**src/rtl/rv32_apx_pkg.sv**
```systemverilog
// Shared types and defaults for the PC fetch sequencer slice.
package rv32_apx_pkg;

  localparam int          XLEN_DEFAULT     = 32;
  localparam logic [31:0] RESET_PC_DEFAULT = 32'h0000_0000;

  typedef enum logic [2:0] {
    ST_IDLE   = 3'd0,
    ST_FETCH  = 3'd1,
    ST_EXEC   = 3'd2,
    ST_UPDATE = 3'd3,
    ST_HALT   = 3'd4
  } state_t;

endpackage

```
**src/rtl/pc_fetch_sequencer_if.sv**
```systemverilog
// Bundles the imem fetch handshake and the execute datapath handshake.
// The master side is the sequencer; the slave side is imem plus datapath.
interface pc_fetch_sequencer_if
  import rv32_apx_pkg::*;
#(
  parameter int XLEN = XLEN_DEFAULT
) ();

  logic            imem_req;
  logic [XLEN-1:0] imem_addr;
  logic            imem_ack;
  logic [XLEN-1:0] imem_rdata;

  logic [XLEN-1:0] instr;
  logic            instr_valid;
  logic            exec_done;
  logic            branch;
  logic [XLEN-1:0] result;
  logic [XLEN-1:0] imm;
  logic            halt_req;

  modport master (
    output imem_req, imem_addr, instr, instr_valid,
    input  imem_ack, imem_rdata, exec_done, branch, result, imm, halt_req
  );

  modport slave (
    input  imem_req, imem_addr, instr, instr_valid,
    output imem_ack, imem_rdata, exec_done, branch, result, imm, halt_req
  );

endinterface

```
**src/rtl/pc_next_calc.sv**
```systemverilog
// Next-PC arithmetic: branch target pc+imm when taken, else pc+1.
// Word-addressed, wraps modulo 2^XLEN; imm is two's complement.
module pc_next_calc
  import rv32_apx_pkg::*;
#(
  parameter int XLEN = XLEN_DEFAULT
) (
  input  logic [XLEN-1:0] pc,
  input  logic [XLEN-1:0] imm,
  input  logic            taken,
  output logic [XLEN-1:0] next_pc,
  output logic            redirect
);

  // select branch target or sequential successor
  always_comb begin
    next_pc  = taken ? (pc + imm) : (pc + XLEN'(1));
    redirect = taken;
  end

endmodule

```
**src/rtl/pc_fetch_sequencer.sv**
```systemverilog
// Program-counter owner: fetch from imem, hand off to execute, then
// commit the next PC. All outputs come straight from flops.
//
// state  | meaning
// IDLE   | parked, waiting for run
// FETCH  | imem_req high at imem_addr=pc, waiting for imem_ack
// EXEC   | instr handed off, waiting for exec_done
// UPDATE | commit next PC, count retirement, choose next state
// HALT   | halted high, PC frozen until reset
module pc_fetch_sequencer
  import rv32_apx_pkg::*;
#(
  parameter int              XLEN     = XLEN_DEFAULT,
  parameter logic [XLEN-1:0] RESET_PC = XLEN'(RESET_PC_DEFAULT),
  parameter int              CNT_W    = 32
) (
  input  logic                 clk,
  input  logic                 reset,
  input  logic                 run,
  pc_fetch_sequencer_if.master bus,
  output logic [XLEN-1:0]      pc,
  output logic                 redirect,
  output logic                 halted,
  output logic [CNT_W-1:0]     retired
);

  state_t           state_q, state_d;
  logic [XLEN-1:0]  pc_q, pc_d;
  logic [XLEN-1:0]  next_pc_q, next_pc_d;
  logic [XLEN-1:0]  instr_q, instr_d;
  logic             req_q, req_d;
  logic             ivalid_q, ivalid_d;
  logic             redir_q, redir_d;
  logic             halted_q, halted_d;
  logic             halt_lat_q, halt_lat_d;
  logic [CNT_W-1:0] ret_q, ret_d;

  logic             taken_now;
  logic [XLEN-1:0]  calc_next_pc;
  logic             calc_redirect;

  // The branch outcome is resolved at exec_done; the resulting target is
  // captured then so that UPDATE only has to commit it. Capturing the sum
  // is equivalent to capturing taken/imm because pc cannot move in EXEC,
  // and it lets redirect be a flop that is high during UPDATE itself.
  assign taken_now = bus.branch && (bus.result == '0);

  pc_next_calc #(.XLEN(XLEN)) u_pc_next_calc (
    .pc       (pc_q),
    .imm      (bus.imm),
    .taken    (taken_now),
    .next_pc  (calc_next_pc),
    .redirect (calc_redirect)
  );

  // state and registered outputs; reset clears everything immediately
  always_ff @(posedge clk or posedge reset) begin
    if (reset) begin
      state_q    <= ST_IDLE;
      pc_q       <= RESET_PC;
      next_pc_q  <= RESET_PC;
      instr_q    <= '0;
      req_q      <= 1'b0;
      ivalid_q   <= 1'b0;
      redir_q    <= 1'b0;
      halted_q   <= 1'b0;
      halt_lat_q <= 1'b0;
      ret_q      <= '0;
    end else begin
      state_q    <= state_d;
      pc_q       <= pc_d;
      next_pc_q  <= next_pc_d;
      instr_q    <= instr_d;
      req_q      <= req_d;
      ivalid_q   <= ivalid_d;
      redir_q    <= redir_d;
      halted_q   <= halted_d;
      halt_lat_q <= halt_lat_d;
      ret_q      <= ret_d;
    end
  end

  // next state and next values of the output flops (pulses default low)
  always_comb begin
    state_d    = state_q;
    pc_d       = pc_q;
    next_pc_d  = next_pc_q;
    instr_d    = instr_q;
    req_d      = 1'b0;
    ivalid_d   = 1'b0;
    redir_d    = 1'b0;
    halted_d   = 1'b0;
    halt_lat_d = halt_lat_q;
    ret_d      = ret_q;

    unique case (state_q)
      ST_IDLE: begin
        if (run) begin
          state_d = ST_FETCH;
          req_d   = 1'b1;
        end
      end
      ST_FETCH: begin
        req_d = 1'b1;
        if (bus.imem_ack) begin
          instr_d  = bus.imem_rdata;
          req_d    = 1'b0;
          ivalid_d = 1'b1;
          state_d  = ST_EXEC;
        end
      end
      ST_EXEC: begin
        if (bus.exec_done) begin
          next_pc_d  = calc_next_pc;
          redir_d    = calc_redirect;
          halt_lat_d = bus.halt_req;
          state_d    = ST_UPDATE;
        end
      end
      ST_UPDATE: begin
        pc_d  = next_pc_q;
        ret_d = (ret_q == '1) ? ret_q : ret_q + CNT_W'(1);
        if (halt_lat_q) begin
          state_d  = ST_HALT;
          halted_d = 1'b1;
        end else if (run) begin
          state_d = ST_FETCH;
          req_d   = 1'b1;
        end else begin
          state_d = ST_IDLE;
        end
      end
      ST_HALT: begin
        halted_d = 1'b1;
      end
      default: begin
        state_d = ST_IDLE;
      end
    endcase
  end

  assign bus.imem_req    = req_q;
  assign bus.imem_addr   = pc_q;
  assign bus.instr       = instr_q;
  assign bus.instr_valid = ivalid_q;
  assign pc              = pc_q;
  assign redirect        = redir_q;
  assign halted          = halted_q;
  assign retired         = ret_q;

endmodule

```
**src/flat_wrapper.sv**
```systemverilog
// flat-port wrapper written by rule: the top's interface ports become plain ports
module pc_fetch_sequencer_flat import rv32_apx_pkg::*;
#(
  parameter int              XLEN     = XLEN_DEFAULT,
  parameter logic [XLEN-1:0] RESET_PC = XLEN'(RESET_PC_DEFAULT),
  parameter int              CNT_W    = 32
)
  (clk, reset, run, pc, redirect, halted, retired, bus_imem_req, bus_imem_addr, bus_instr, bus_instr_valid, bus_imem_ack, bus_imem_rdata, bus_exec_done, bus_branch, bus_result, bus_imm, bus_halt_req);
  pc_fetch_sequencer_if #(.XLEN(XLEN)) bus_i ();
  input  logic clk;
  input  logic reset;
  input  logic run;
  output logic [XLEN-1:0] pc;
  output logic redirect;
  output logic halted;
  output logic [CNT_W-1:0] retired;
  output wire logic [$bits(bus_i.imem_req)-1:0] bus_imem_req;
  output wire logic [$bits(bus_i.imem_addr)-1:0] bus_imem_addr;
  output wire logic [$bits(bus_i.instr)-1:0] bus_instr;
  output wire logic [$bits(bus_i.instr_valid)-1:0] bus_instr_valid;
  input wire logic [$bits(bus_i.imem_ack)-1:0] bus_imem_ack;
  input wire logic [$bits(bus_i.imem_rdata)-1:0] bus_imem_rdata;
  input wire logic [$bits(bus_i.exec_done)-1:0] bus_exec_done;
  input wire logic [$bits(bus_i.branch)-1:0] bus_branch;
  input wire logic [$bits(bus_i.result)-1:0] bus_result;
  input wire logic [$bits(bus_i.imm)-1:0] bus_imm;
  input wire logic [$bits(bus_i.halt_req)-1:0] bus_halt_req;
  assign bus_imem_req = bus_i.imem_req;
  assign bus_imem_addr = bus_i.imem_addr;
  assign bus_instr = bus_i.instr;
  assign bus_instr_valid = bus_i.instr_valid;
  assign bus_i.imem_ack = bus_imem_ack;
  assign bus_i.imem_rdata = bus_imem_rdata;
  assign bus_i.exec_done = bus_exec_done;
  assign bus_i.branch = bus_branch;
  assign bus_i.result = bus_result;
  assign bus_i.imm = bus_imm;
  assign bus_i.halt_req = bus_halt_req;
  pc_fetch_sequencer #(.XLEN(XLEN), .RESET_PC(RESET_PC), .CNT_W(CNT_W)) u_core (.clk(clk), .reset(reset), .run(run), .bus(bus_i), .pc(pc), .redirect(redirect), .halted(halted), .retired(retired));
endmodule
```
**config.mk**
```make
export PLATFORM = sky130hd
export DESIGN_NAME = pc_fetch_sequencer_flat
export DESIGN_NICKNAME = d
export VERILOG_FILES = /design/src/rtl/rv32_apx_pkg.sv /design/src/rtl/pc_fetch_sequencer_if.sv /design/src/rtl/pc_next_calc.sv /design/src/rtl/pc_fetch_sequencer.sv /design/src/flat_wrapper.sv
export SDC_FILE = /design/constraint.sdc
export NUM_CORES = 1
export LEC_CHECK = 0
export ABC_AREA = 1
export CORE_MARGIN = 4
export CORE_UTILIZATION = 40
export CTS_CLUSTER_DIAMETER = 60
export DETAILED_ROUTE_END_ITERATION = 7
export PLACE_DENSITY = 0.68
export SYNTH_ARGS = -nofsm -noshare
export SYNTH_HDL_FRONTEND = slang
export SYNTH_SLANG_ARGS = --single-unit
```
**constraint.sdc**
```tcl
create_clock -name clk -period 6 [get_ports clk]
set_clock_uncertainty 0.15 [all_clocks]
set_input_delay 0.6 -clock clk [delete_from_list [all_inputs] [get_ports clk]]
set_output_delay 0.6 -clock clk [all_outputs]
set_load 0.005 [all_outputs]
```
# Word-level counts from Yosys, hierarchy flattened
# Index checks and enable logic that the tools add are counted.
word_totals:
  regBits: 136
  output_inout_bits: 132
  wordCells: 47
classes:
  n_addsub: 3
  eq_ne: 8
  n_mux: 17
  bitwise_logic: 2
  reduce_logical: 7
ops:
  columns: ["cell", "n"]
  rows:
  - ["adder 32 x 1 -> 32 bit (second input constant)", 2]
  - ["adder 32 bit", 1]
  - ["equality test 32 bit (second input constant)", 1]
  - ["logical NOT 32 bit", 1]
  - ["2-to-1 mux 32 bit", 1]
  - ["case mux 3 bit (5 select lines)", 1]
  - ["2-to-1 mux 3 bit", 4]
  - ["2-to-1 mux 1 bit", 9]
  - ["equality test 3 x 2 -> 1 bit (second input constant)", 2]
  - ["inequality test 2 bit (second input constant)", 3]
  - ["AND reduction 2 bit", 3]
  - ["AND reduction 4 bit", 1]
  - ["equality test 3 x 1 -> 1 bit (second input constant)", 1]
  - ["equality test 3 bit (second input constant)", 1]
  - ["logical NOT 3 bit", 1]
  - ["case mux 1 bit (3 select lines)", 1]
  - ["inverter 1 bit", 2]
  - ["case mux 1 bit (2 select lines)", 1]
  - ["logical AND 1 bit", 1]

# Longest topological paths before layout
# Gate-level depths: netlist of the first run.
logic_depth:
  depth_word: 4
  depth_mapped: 22
  depth_no_buf: 22

# Cells and area by module
# A second synthesis of the first run with hierarchy kept.
hier_totals:
  cells_unflattened: 1377
  area_unflattened_um2: 8977.4
modules_own_cells:
  columns: ["mod", "instances", "cells_each", "area_each_um2", "seq_area_each_um2"]
  rows:
  - ["pc_fetch_sequencer", 1, 816, 6396.1, 3403.3]
  - ["pc_next_calc", 1, 561, 2581.2, 0.0]

# Least setup slack after synthesis of the first run
# Ideal clock, no wire load.
synth_timing:
  path_kind: "input to register"
  start: "input bus_result[5]"
  end: "register u_core.next_pc_q[24]"
  arrival_ns: 2.788
  path_slack_ns: 2.945
  stages: 18
  n_path_buf: 0
  cell_sequence: "or2_2 nor2_1 nand3_1 nor2_1 inv_1 or2_2 ha_1 inv_1 fa_1 inv_1 nand2_1 nand2_1 o21ai_0 nor2_1 o21ai_0 nand4_1 nand3_1 nand2_1"
synth_between:
  elab_chain_cells: 3
synth_rtl:
  columns: ["item", "line", "text"]
  rows:
  - ["start: declaration", "flat_wrapper.sv:25", "input wire logic [$bits(bus_i.result)-1:0] bus_result;"]
  - ["logical NOT 32 bit", "pc_fetch_sequencer.sv:46", "assign taken_now = bus.branch && (bus.result == '0);"]
  - ["logical AND 1 bit", "pc_fetch_sequencer.sv:46", null]
  - ["2-to-1 mux 32 bit", "pc_next_calc.sv:17", "next_pc = taken ? (pc + imm) : (pc + XLEN'(1));"]
  - ["end signal: assignment", "pc_fetch_sequencer.sv:72", "next_pc_q <= next_pc_d;"]
  - ["end: declaration", "pc_fetch_sequencer.sv:29", "logic [XLEN-1:0] next_pc_q, next_pc_d;"]
# No other way between the ends.
# A chain may end at the register's enable or synchronous reset.

# Worst setup path in the final report of the first run
layout_timing:
  start: "input bus_result[5]"
  end: "register u_core.next_pc_q[16]"
# The elaborated chain is that of the path after synthesis.

==> results by group, run 1 <==
Global routing
  – Aggregate global routing overflow: 0
  – Global routing usage summed across all routing layers: 0.207
  – First-pass GRT wire length: around 41000 um
  – Largest net degree at the start of global routing: 94
  – Number of global-route vias before repair: approximately 8500
  – Antenna violations before repair: 0

Yosys
  – Fraction of the yosys area taken by sequential cells: 0.386
  – Area leader, netlist: dfrtp_1
  – Fraction of registers with async set or reset after synthesis: 1.00
  – Net count after synthesis: 1435
  – Count of unique library cells instantiated by Yosys: 37
  – Number of warnings printed during yosys synthesis: 0
  – Number of enable flip-flop cells after synthesis: 0
  – Most frequent cell after synthesis: nand2_1
  – Ranking of synthesized cells by area: dfrtp_1 39%, nand2_1 21%, inv_1 7.5%
  – Cell area after synthesis: ~8800 um^2
  – Fraction of post-synthesis cell area in the top cell type by area: 0.386
  – Gate Count Post-Synth: 1299
  – Seq cells post-synth: ~140
  – Synthesized area divided by synthesized cell count: between 6 and 7 um^2
  – Predominant post-synthesis flop cell: dfrtp_1
  – Ranking of synthesized cells by instance count: 487 x nand2_1, 177 x inv_1, 140 x nor2_1, 136 x dfrtp_1, 57 x o21ai_0

Flow run
  – Max Cap Viol: 0

Power and ir drop
  – Switch Pwr: roughly 1.1 mW
  – Internal portion of total power: around 2.2 mW
  – Part of the power in registers: 0.383
  – Switching Fraction: 0.333
  – Clock share of power: 0.313
  – Standby leakage power: about 6.0 nW
  – Pwr per Cell Area: roughly 280 nW/um^2
  – Share of power burned in combinational logic: 0.304
  – Peak VDD IR: about 150 uV

Run status
  – Status: finished clean

Route
  – Vias: approximately 8500
  – Number of detailed-route iterations in the first pass: 5
  – Mean routed wirelength per cell: between 10 and 15 um
  – Detail Route Antenna Nets: 0
  – Vias per inst: about 4.8
  – Count of routing violations after the opening detailed-route iteration: between 400 and 500
  – Routed WL: between 20000 and 30000 um
  – Total DRC errors in the routed layout: 0

Clock network
  – TritonCTS Sinks: 136
  – Post-cts sizing count: 0
  – Later-pin clock latency in the skew report: between 0.4 and 0.5 ns
  – Clock tree from TritonCTS: done
  – Buffers inserted during post-CTS setup optimization: 0
  – Clk pin slew, worst setup/hold paths: approximately 0.07 ns
  – Max Root-Sink Buffers: 2
  – Total CTS buffers: 17
  – Clock root buffer master: clkbuf_16
  – H-tree level count: 4
  – CTS hold repair buffers: 0

Worst hold path
  – Hold path startpoint: u_core.next_pc_q[27]$_DFFE_PP0P_
  – Worst Hold Class: flip-flop to flip-flop
  – Hold Path Stages: 2
  – Worst min-delay path endpoint: u_core.bus.imem_addr[27]$_DFFE_PP0P_

Placed design
  – Number of cells in the design after placement: between 1500 and 2000
  – Number of buffers added on ports: between 200 and 250
  – Weighted congestion at the end of routability-driven global placement: 0.866
  – Final HPWL from detailed placement: 19400 um

Worst setup path
  – Endpoint kind of the worst setup timing path: flip-flop
  – Worst flop-to-flop path endpoint: u_core.retired[20]$_DFFE_PP0P_
  – Data required time of the critical path: approximately 6.2 ns
  – Data arrival time of the worst path: about 4.1 ns
  – Kind of start point of the critical path: input pin
  – Reg-to-reg critical path startpoint: u_core.state_q[2]$_DFFE_PP0P_
  – R2R depth: 11
  – Classification of the worst setup path: input pin to flip-flop
  – Reg2Reg Setup Slack: ~3.2 ns
  – Top fanout value on the critical path: 25

Floorplan
  – Die outline area: between 20000 and 25000 um^2
  – Initial cell density of the core: 0.406
  – Std-Cell Rows: 54
  – DIE HEIGHT: 157 um
  – Std-Cell Core Area: between 20000 and 25000 um^2
  – Number of primary I/O pins: 235
  – Die Wd: roughly 160 um

Layout
  – Filler Cell Count: 2153
  – Area growth, synth to finish: 33.3%
  – Final Non-Filler Cells: 1793
  – Nets: approximately 1600
  – Layout cell share with drive strength beyond 1: 0.0463
  – Number of antenna repair diodes: 0

Timing
  – Final Slew Violations: 0
  – RSZ-0062 raised after global routing: false
  – Final min period: ~3.9 ns
  – Measured slew at the worst slew-check pin: 0.972 ns
  – Worst relative slew slack: 0.351
  – Max Freq: 254 MHz
  – Final Cycle Share: 0.655
  – Total negative slack for setup checks: 0 ns
  – Final count of hold timing violations: 0
  – Number of setup violations in the final report: 0
==> power by group through the flow <==
| stage | Clock [mW] | Combinational (mW) | Sequential (mW) |
|---|---|---|---|
| finish | 1.01 | 0.985 | 1.24 |
| global route | 1.07 | 1.11 | 1.27 |
| CTS | 1.04 | 1.00 | 1.24 |
| detailed placement | 0 | 0.998 | 1.26 |
| global placement | 0 | 0.979 | 1.25 |
| floorplan | 0 | 0.482 | 1.25 |
==> routing by layer <==
metal  track usage  part of all wire  vias up
met4        0.0545             0.015        0
met2         0.348              0.47      251
met5             0                 0        -
li1              -                 -     4378
met1         0.280              0.46     3880
met3        0.0337             0.056       31
==> sequential cells by signal, indices dropped and copies added, names as in the netlist <==
signal	cells
u_core.halted	1
u_core.retired	32
u_core.halt_lat_q	1
u_core.bus.imem_req	1
u_core.bus.instr_valid	1
u_core.redirect	1
u_core.next_pc_q	32
u_core.bus.imem_addr	32
u_core.state_q	3
u_core.bus.instr	32
==> worst max-delay path, cell delays in order <==
cell             delay, ns
clkdlybuf4s50_1       0.39
or2_2                 0.30
nor2_1                0.14
nand3_1               0.10
nor2_1                0.18
inv_1                 0.42
or2_2                 0.44
ha_1                  0.21
inv_1                 0.09
fa_1                  0.20
inv_1                 0.06
nand2_1               0.09
nand2_1               0.07
o21ai_0               0.16
nor2_1                0.12
nor2_1                0.22
o21ai_0               0.11
nand2_1               0.06
nand3_1               0.07
o21ai_0               0.10
==> area by class of cell <==
class | instances | area [um^2] | share of cell area
clock inverter | 15 | 135 | 0.0115
clock buffer | 17 | 425 | 0.0362
timing repair buffer | 241 | 2390 | 0.204
inverter | 181 | 684 | 0.0582
tap | 280 | 350 | 0.0298
multi-input combinational | 923 | 4370 | 0.371
sequential | 136 | 3400 | 0.289
==> stage by stage <==
| stage | utilization | cell area (um^2) | total power, mW | setup slack [ns] | hold slack (ns) |
|---|---|---|---|---|---|
| 6_report | 0.541 | 11800 | 3.24 | 2.07 | 0.318 |
| 5_1_grt | 0.541 | 11800 | 3.45 | 1.59 | 0.342 |
| 4_1_cts | 0.541 | 11800 | 3.28 | 2.04 | 0.322 |
| 3_5_place_dp | 0.515 | 11200 | 2.26 | 1.61 | 0.302 |
| 3_3_place_gp | 0.515 | 11200 | 2.23 | 1.75 | 0.299 |
| 2_1_floorplan | - | 8820 | 1.73 | 1.61 | 0.292 |
==> how the worst max path moves through the flow <==
stage | startpoint | to | cells after the start
after detailed placement | bus_result[5] | u_core.next_pc_q[16]$_DFFE_PP0P_ | 20
after global placement | bus_result[5] | u_core.next_pc_q[16]$_DFFE_PP0P_ | 20
final | bus_result[5] | u_core.next_pc_q[16]$_DFFE_PP0P_ | 20
after floorplan | reset | u_core.bus.imem_addr[0]$_DFFE_PP0P_ | 1
after global routing | bus_result[5] | u_core.next_pc_q[16]$_DFFE_PP0P_ | 20
after CTS | bus_result[5] | u_core.next_pc_q[16]$_DFFE_PP0P_ | 20
==> layout by cell type (no fill, tap or decap), types with 6 or more instances in the layout <==
cell type	netlist	final
nand4_1	11	11
ha_1	32	32
nor3_1	21	21
buf_4	32	7
dfrtp_1	136	136
nand3_1	55	55
xnor2_1	11	11
inv_6	0	6
a21oi_1	35	35
nor2_1	140	138
xor2_1	26	26
nand2_1	487	487
inv_1	177	176
clkdlybuf4s50_1	0	234
o21ai_2	11	11
or2_2	6	6
o21ai_0	57	57
clkbuf_16	0	17
==> cell families after synthesis <==
family          share of synthesized area
simple gates                        0.337
buf+inv                             0.120
flops                               0.386
compound gates                     0.0732
xor+xnor                           0.0367
fa+ha+maj                          0.0477
Note: power is estimated with default switching activity, not from simulation.
==> run 2: changes to the inputs <==
Clock period 6 ns to 3.9 ns, I/O delays scaled along.
==> run 2 against run 1 <==
- final area grew 0.27%
- global-route usage decreased by 0.12 points
- sequential cell count unchanged
- die area stayed put
- register-to-register slack got worse by 2.0 ns
- first-iteration DRC count rose by 25%
- sequential share of layout area shrank 0.077 points
- total power is 54% higher
- worst hold slack worse by 0.085 ns
- routed wire length is 0.16% lower
- via count increased by 0.19%
- critical path type unchanged
- largest cell class unchanged
- highest routed layer unchanged
==> results by group, run 2 (synthesized netlist as in run 1, its figures left out) <==
Clock network
  – Clock root buffer master: clkbuf_16
  – Clk pin slew, worst setup/hold paths: 0.07 ns (about the same)
  – TritonCTS Sinks: 136 (unchanged)
  – H-tree level count: 4 (unchanged)
  – Post-cts sizing count: 0 (unchanged)
  – Max Root-Sink Buffers: 2 (unchanged)
  – Later-pin clock latency in the skew report: 0.42 ns (about the same)
  – CTS hold repair buffers: 0 (unchanged)
  – Clock tree from TritonCTS: done
  – Total CTS buffers: 17 (unchanged)
  – Buffers inserted during post-CTS setup optimization: 0 (unchanged)

Floorplan
  – Die Wd: 157 um (unchanged)
  – Std-Cell Rows: 54 (unchanged)
  – Std-Cell Core Area: 21800 um^2 (unchanged)
  – Initial cell density of the core: 0.406 (unchanged)
  – Die outline area: 24500 um^2 (unchanged)
  – DIE HEIGHT: 157 um (unchanged)
  – Number of primary I/O pins: 235 (unchanged)

Worst setup path
  – Data arrival time of the worst path: 3.42 ns (-0.71 ns)
  – Critical path's most frequent cell: nand2_1
  – Worst flop-to-flop path endpoint: u_core.retired[20]$_DFFE_PP0P_
  – Max stage delay cell, worst path: clkdlybuf4s50_1
  – Reg-to-reg critical path startpoint: u_core.retired[0]$_DFFE_PP0P_
  – Reg2Reg Setup Slack: 1.20 ns (-2.04 ns)
  – Endpoint kind of the worst setup timing path: flip-flop
  – Data required time of the critical path: 4.06 ns (-2.14 ns)
  – R2R depth: 12 (+1)
  – Crit-path cells: clkdlybuf4s50_1, or2_2, nor2_1, nand3_1, nor2_1, inv_1, buf_4, nor2_1, ha_1, nand2_1, inv_1, a21oi_1, inv_1, a21oi_1, nand2_1, nand2_1, nand3_1, nand3_1, nand2_1
  – Stage delay of the slowest cell on the critical path: 0.39 ns (-0.05 ns)
  – Kind of start point of the critical path: input pin
  – Classification of the worst setup path: input pin to flip-flop
  – Top fanout value on the critical path: 18 (-28%)

Global routing
  – First-pass GRT wire length: 40900 um (-0.88%)
  – Global routing usage summed across all routing layers: 0.206 (-0.00120)
  – Number of global-route vias before repair: 8258 (-2.3%)
  – Largest net degree at the start of global routing: 53 (-44%)
  – Antenna violations before repair: 0 (unchanged)
  – Aggregate global routing overflow: 0 (unchanged)

Route
  – Detail Route Antenna Nets: 0 (unchanged)
  – Vias: 8556 (+0.19%)
  – Count of routing violations after the opening detailed-route iteration: 586 (+25%)
  – Number of detailed-route iterations in the first pass: 7 (+2)
  – Total DRC errors in the routed layout: 0 (unchanged)
  – Vias per inst: 4.76 (about the same)
  – Routed WL: 25100 um (-0.16%)
  – Mean routed wirelength per cell: 14.0 um (-0.33%)

Layout
  – Number of antenna repair diodes: 0 (unchanged)
  – Commonest cells after routing, fill and taps aside: 487 x nand2_1, 234 x clkdlybuf4s50_1, 176 x inv_1, 138 x nor2_1, 136 x dfrtp_1
  – Nets: 1639 (+0.18%)
  – Most common library cell in the layout ignoring fill and taps: nand2_1
  – Layout cell share with drive strength beyond 1: 0.0482 (+0.00189)
  – Area growth, synth to finish: 33.7%

Worst hold path
  – Worst Hold Class: input pin to async pin

Power and ir drop
  – Pwr per Cell Area: 422 nW/um^2 (+53%)
  – Standby leakage power: 6.01 nW (+0.31%)
  – Total Power: 4.97 mW (+54%)
  – Peak VDD IR: 264 uV (+80%)

Timing
  – Worst relative slew slack: 0.355 (+0.00408)
  – Max Freq: around 300 MHz
  – Final min period: roughly 3.3 ns
  – Measured slew at the worst slew-check pin: 0.966 ns (-0.00611 ns)
  – Final Cycle Share: 0.835
  – Final Slew Violations: 0 (unchanged)
  – Final count of hold timing violations: 0 (unchanged)
  – Number of setup violations in the final report: 0 (unchanged)
  – RSZ-0062 raised after global routing: false
  – Total negative slack for setup checks: 0 ns (unchanged)

Placed design
  – Weighted congestion at the end of routability-driven global placement: 0.924 (+6.7%)
  – Number of buffers added on ports: 234 (unchanged)
  – Final HPWL from detailed placement: 19700 um (+1.5%)

Run status
  – Status: finished clean

Flow run
  – Max Cap Viol: 0 (unchanged)
-- run 2: changes by cell type in the layout (fill, tap and decap cells not counted), sizes merged --
cell,before,now
buf,7,10
clkinvlp,4,3
inv,190,188
clkinv,2,5
-- run 2: through the flow --
| step | utilization | hold slack (ns) | setup slack, ns | cells | cell area (um^2) |
|---|---|---|---|---|---|
| 3_5_place_dp | 0.516 | 0.307 | 0.188 | 1764 | 11200 |
| 6_report | 0.542 | 0.234 | 0.643 | 1796 | 11800 |
| 5_1_grt | 0.542 | 0.288 | 0.289 | 1796 | 11800 |
| 3_3_place_gp | 0.516 | 0.301 | 0.238 | 1764 | 11200 |
| 4_1_cts | 0.542 | 0.243 | 0.634 | 1796 | 11800 |
| 2_1_floorplan | - | 0.292 | 1.06 | 1299 | 8830 |
-- run 2: final cells by class --
cell class | instances | area (um^2)
fill | 2142 | 9960
multi-input combinational | 923 | 4370
sequential | 136 | 3400
timing repair buffer | 244 | 2430
inverter | 181 | 683
clock buffer | 17 | 425
tap | 280 | 350
clock inverter | 15 | 133
-- run 2: metal layers --
| metal | vias to the layer above | global-route usage | routed length, um | part of all wire |
|---|---|---|---|---|
| met3 | 37 | 0.0313 | 1390 | 0.055 |
| met4 | 0 | 0.0612 | 543 | 0.022 |
| met5 | - | 0 | 0 | 0 |
| li1 | 4385 | - | - | - |
| met1 | 3885 | 0.282 | 11500 | 0.46 |
| met2 | 249 | 0.340 | 11600 | 0.46 |
-- run 2: worst max-delay path: cells and delay by family --
kind | cells | cell delay [ns]
adders and majority gates | 1 | 0.30
and+or+nand+nor | 11 | 1.58
buffers and inverters | 5 | 0.82
AOI/OAI and AO/OA | 2 | 0.31
-- run 2: report_power, final --
| part | switching, mW | internal [mW] |
|---|---|---|
| clock | 0.709 | 0.839 |
| combinational | 0.743 | 0.771 |
| sequential | 0.197 | 1.71 |
| total | 1.65 | 3.32 |
-- run 2: worst max path at each step --
stage | slack (ns) | endpoint | cells past startpoint | start
after CTS | 0.63 | u_core.next_pc_q[29]$_DFFE_PP0P_ | 19 | bus_result[5]
after detailed placement | 0.19 | u_core.next_pc_q[29]$_DFFE_PP0P_ | 19 | bus_result[5]
after global placement | 0.24 | u_core.next_pc_q[29]$_DFFE_PP0P_ | 19 | bus_result[5]
final | 0.64 | u_core.next_pc_q[29]$_DFFE_PP0P_ | 19 | bus_result[5]
after floorplan | 1.06 | u_core.next_pc_q[24]$_DFFE_PP0P_ | 18 | bus_result[5]
after global routing | 0.29 | u_core.next_pc_q[29]$_DFFE_PP0P_ | 19 | bus_result[5]
==> run 3: changes to the inputs <==
Settings changed: PLACE_DENSITY 0.68 to 0.71.
Clock period 3.9 ns to 2.9 ns, I/O delays scaled along.
==> run 3 against run 2 <==
- combinational power is 44% higher
- sequential power grew 35%
- first-iteration DRC count is 18% lower
- die area did not move
- worst setup slack got worse by 0.53 ns
- sequential cell count is the same
- worst hold slack lost 0.043 ns
- global-route usage is 0.61 points higher
- utilization up 6.1 points
- clock power up 40%
- via count up 5.1%
- critical path type unchanged
- largest cell class unchanged
==> results by group, run 3 (synthesized netlist as in run 1, its figures left out) <==
Run status
  – Status: finished clean

Route
  – Vias: 8994 (+5.1%)
  – Mean routed wirelength per cell: 14.5 um (+3.7%)
  – Vias per inst: 4.80 (+0.80%)
  – Detail Route Antenna Nets: 0 (unchanged)
  – Routed WL: 27200 um (+8.1%)
  – Total DRC errors in the routed layout: 0 (unchanged)
  – Number of detailed-route iterations in the first pass: 5 (-2)
  – Count of routing violations after the opening detailed-route iteration: 478 (-18%)

Layout
  – Area growth, synth to finish: 48.6%
  – Filler Cell Count: 1987 (-7.2%)
  – Layout cell share with drive strength beyond 1: 0.182 (+0.134)
  – Cell area after layout: 13100 um^2 (+11%)
  – Number of antenna repair diodes: 0 (unchanged)
  – Nets: 1716 (+4.7%)
  – Commonest cells after routing, fill and taps aside: 447 x nand2_1, 231 x clkdlybuf4s50_1, 172 x inv_1, 136 x dfrtp_1, 99 x nor2_1
  – Most common library cell in the layout ignoring fill and taps: nand2_1

Timing
  – Final count of hold timing violations: 0 (unchanged)
  – Number of setup violations in the final report: 0 (unchanged)
  – Final min period: approximately 2.8 ns
  – Final Slew Violations: 0 (unchanged)
  – Measured slew at the worst slew-check pin: 0.666 ns (-0.300 ns)
  – Worst relative slew slack: 0.556 (+0.201)
  – Max Freq: 359 MHz
  – Total negative slack for setup checks: 0 ns (unchanged)
  – Final Cycle Share: 0.959
  – Setup slack after layout: 0.118 ns (-0.525 ns)
  – Post-route worst hold slack: 0.191 ns (-0.0430 ns)

Worst setup path
  – Endpoint kind of the worst setup timing path: flip-flop
  – Max stage delay cell, worst path: clkdlybuf4s50_1
  – Crit-path cells: clkdlybuf4s50_1, or2_4, nor2_4, nand3_1, nor2_2, inv_2, or2_4, ha_4, inv_4, fa_2, inv_2, nand2_2, nand2_1, o21ai_2, nor2_4, o21ai_1, nand4_1, nand3_1, nand2_1
  – Kind of start point of the critical path: input pin
  – Reg2Reg Setup Slack: 0.60 ns (-0.60 ns)
  – Classification of the worst setup path: input pin to flip-flop
  – Critical path depth: 19 (unchanged)
  – R2R depth: 10 (-2)
  – Stage delay of the slowest cell on the critical path: 0.41 ns (+0.02 ns)
  – Critical path's top delay family: simple AND/OR/NAND/NOR gates
  – Buffering stage count on the worst path with inverters included: 4 (-1)
  – Top fanout value on the critical path: 4 (-14)
  – Data arrival time of the worst path: 2.95 ns (-0.47 ns)
  – Data required time of the critical path: 3.07 ns (-0.99 ns)

Power and ir drop
  – Standby leakage power: 6.48 nW (+8.0%)
  – Peak VDD IR: 331 uV (+25%)
  – Pwr per Cell Area: 529 nW/um^2 (+25%)
  – Total Power: 6.94 mW (+40%)

Floorplan
  – Initial cell density of the core: 0.406 (unchanged)
  – Die outline area: 24500 um^2 (unchanged)
  – Die Wd: 157 um (unchanged)
  – DIE HEIGHT: 157 um (unchanged)
  – Number of primary I/O pins: 235 (unchanged)
  – Std-Cell Core Area: 21800 um^2 (unchanged)
  – Std-Cell Rows: 54 (unchanged)

Placed design
  – Number of buffers added on ports: 234 (unchanged)
  – Weighted congestion at the end of routability-driven global placement: 0.925 (+0.14%)
  – Placed inst area: 11700 um^2 (+4.1%)
  – Setup slack after placement: -0.632 ns (-0.820 ns)
  – Final HPWL from detailed placement: 20300 um (+3.1%)

Clock network
  – TritonCTS Sinks: 136 (unchanged)
  – Max Root-Sink Buffers: 2 (unchanged)
  – Clock root buffer master: clkbuf_16
  – Clock tree from TritonCTS: done
  – Later-pin clock latency in the skew report: 0.42 ns (about the same)
  – Total CTS buffers: 17 (unchanged)
  – H-tree level count: 4 (unchanged)
  – CTS hold repair buffers: 0 (unchanged)
  – Clk pin slew, worst setup/hold paths: 0.07 ns (about the same)

Global routing
  – Global routing usage summed across all routing layers: 0.212 (+0.00612)
  – First-pass GRT wire length: 42200 um (+3.2%)
  – Largest net degree at the start of global routing: 86 (+62%)
  – Number of global-route vias before repair: 8653 (+4.8%)
  – Antenna violations before repair: 0 (unchanged)
  – Aggregate global routing overflow: 0 (unchanged)

Flow run
  – Max Cap Viol: 0 (unchanged)

Worst hold path
  – Worst Hold Class: input pin to async pin
## run 3: changes by cell type in the layout (fill, tap and decap cells not counted), moves of 13 or more
cell	previous run	this run
buf_4	9	81
a21oi_2	0	24
nand2_1	487	447
ha_4	0	15
nor2_2	5	31
ha_1	32	14
nand2_2	3	41
nor2_4	0	13
nor2_1	138	99
a21oi_1	35	8
## run 3: per-layer routing
| metal | track usage | routed length [um] | vias up |
|---|---|---|---|
| met3 | 0.0324 | 1350 | 30 |
| li1 | - | - | 4530 |
| met5 | 0 | 0 | - |
| met1 | 0.278 | 12000 | 4178 |
| met4 | 0.0512 | 397 | 0 |
| met2 | 0.370 | 13400 | 256 |
## run 3: worst paths after layout
| path | endpoint | from |
|---|---|---|
| setup / recovery | u_core.next_pc_q[24]$_DFFE_PP0P_ | bus_result[4] |
| setup reg to reg | u_core.retired[8]$_DFFE_PP0P_ | u_core.retired[0]$_DFFE_PP0P_ |
| max in group asynchronous | u_core.bus.imem_addr[7]$_DFFE_PP0P_ | reset |
| hold / removal | u_core.retired[30]$_DFFE_PP0P_ | reset |
| min in group clk | u_core.bus.instr[7]$_DFFE_PP0P_ | bus_imem_rdata[7] |
| hold reg to reg | u_core.bus.imem_addr[14]$_DFFE_PP0P_ | u_core.next_pc_q[14]$_DFFE_PP0P_ |
## run 3: final cells by class
type                       instances  area, um^2  share of cell area
tap                              280         350              0.0267
clock inverter                    15         159              0.0121
inverter                         181         686              0.0523
timing repair buffer             321        3060               0.233
sequential                       136        3400               0.260
multi-input combinational        923        5030               0.384
clock buffer                      17         425              0.0324
## run 3: worst reg2reg max path: stages, from the launching register on
cell	delay, ns
dfrtp_1	0.42
ha_1	0.21
inv_1	0.10
nor2_2	0.18
nand2_1	0.16
nor2_2	0.20
nand4_1	0.14
nand2_2	0.10
buf_4	0.24
nor2_1	0.12
xor2_1	0.15
## run 3: report_power, final
part / internal [mW] / switching, mW
Combinational: 1.14 / 1.05
Sequential: 2.30 / 0.278
Clock: 1.22 / 0.954
Total: 4.66 / 2.28
## run 3: what timing repair did
action	CTS	global route
gates resized for setup	26	161
pin swaps	7	52
gates cloned	0	1
setup endpoints to repair	20	25
setup buffers	3	11
## run 3: metrics by stage
| stage | cells | util |
|---|---|---|
| final | 1873 | 0.603 |
| after global routing | 1873 | 0.603 |
| after CTS | 1861 | 0.569 |
| after detailed placement | 1826 | 0.538 |
| after global placement | 1826 | 0.538 |
| after floorplan | 1299 | - |
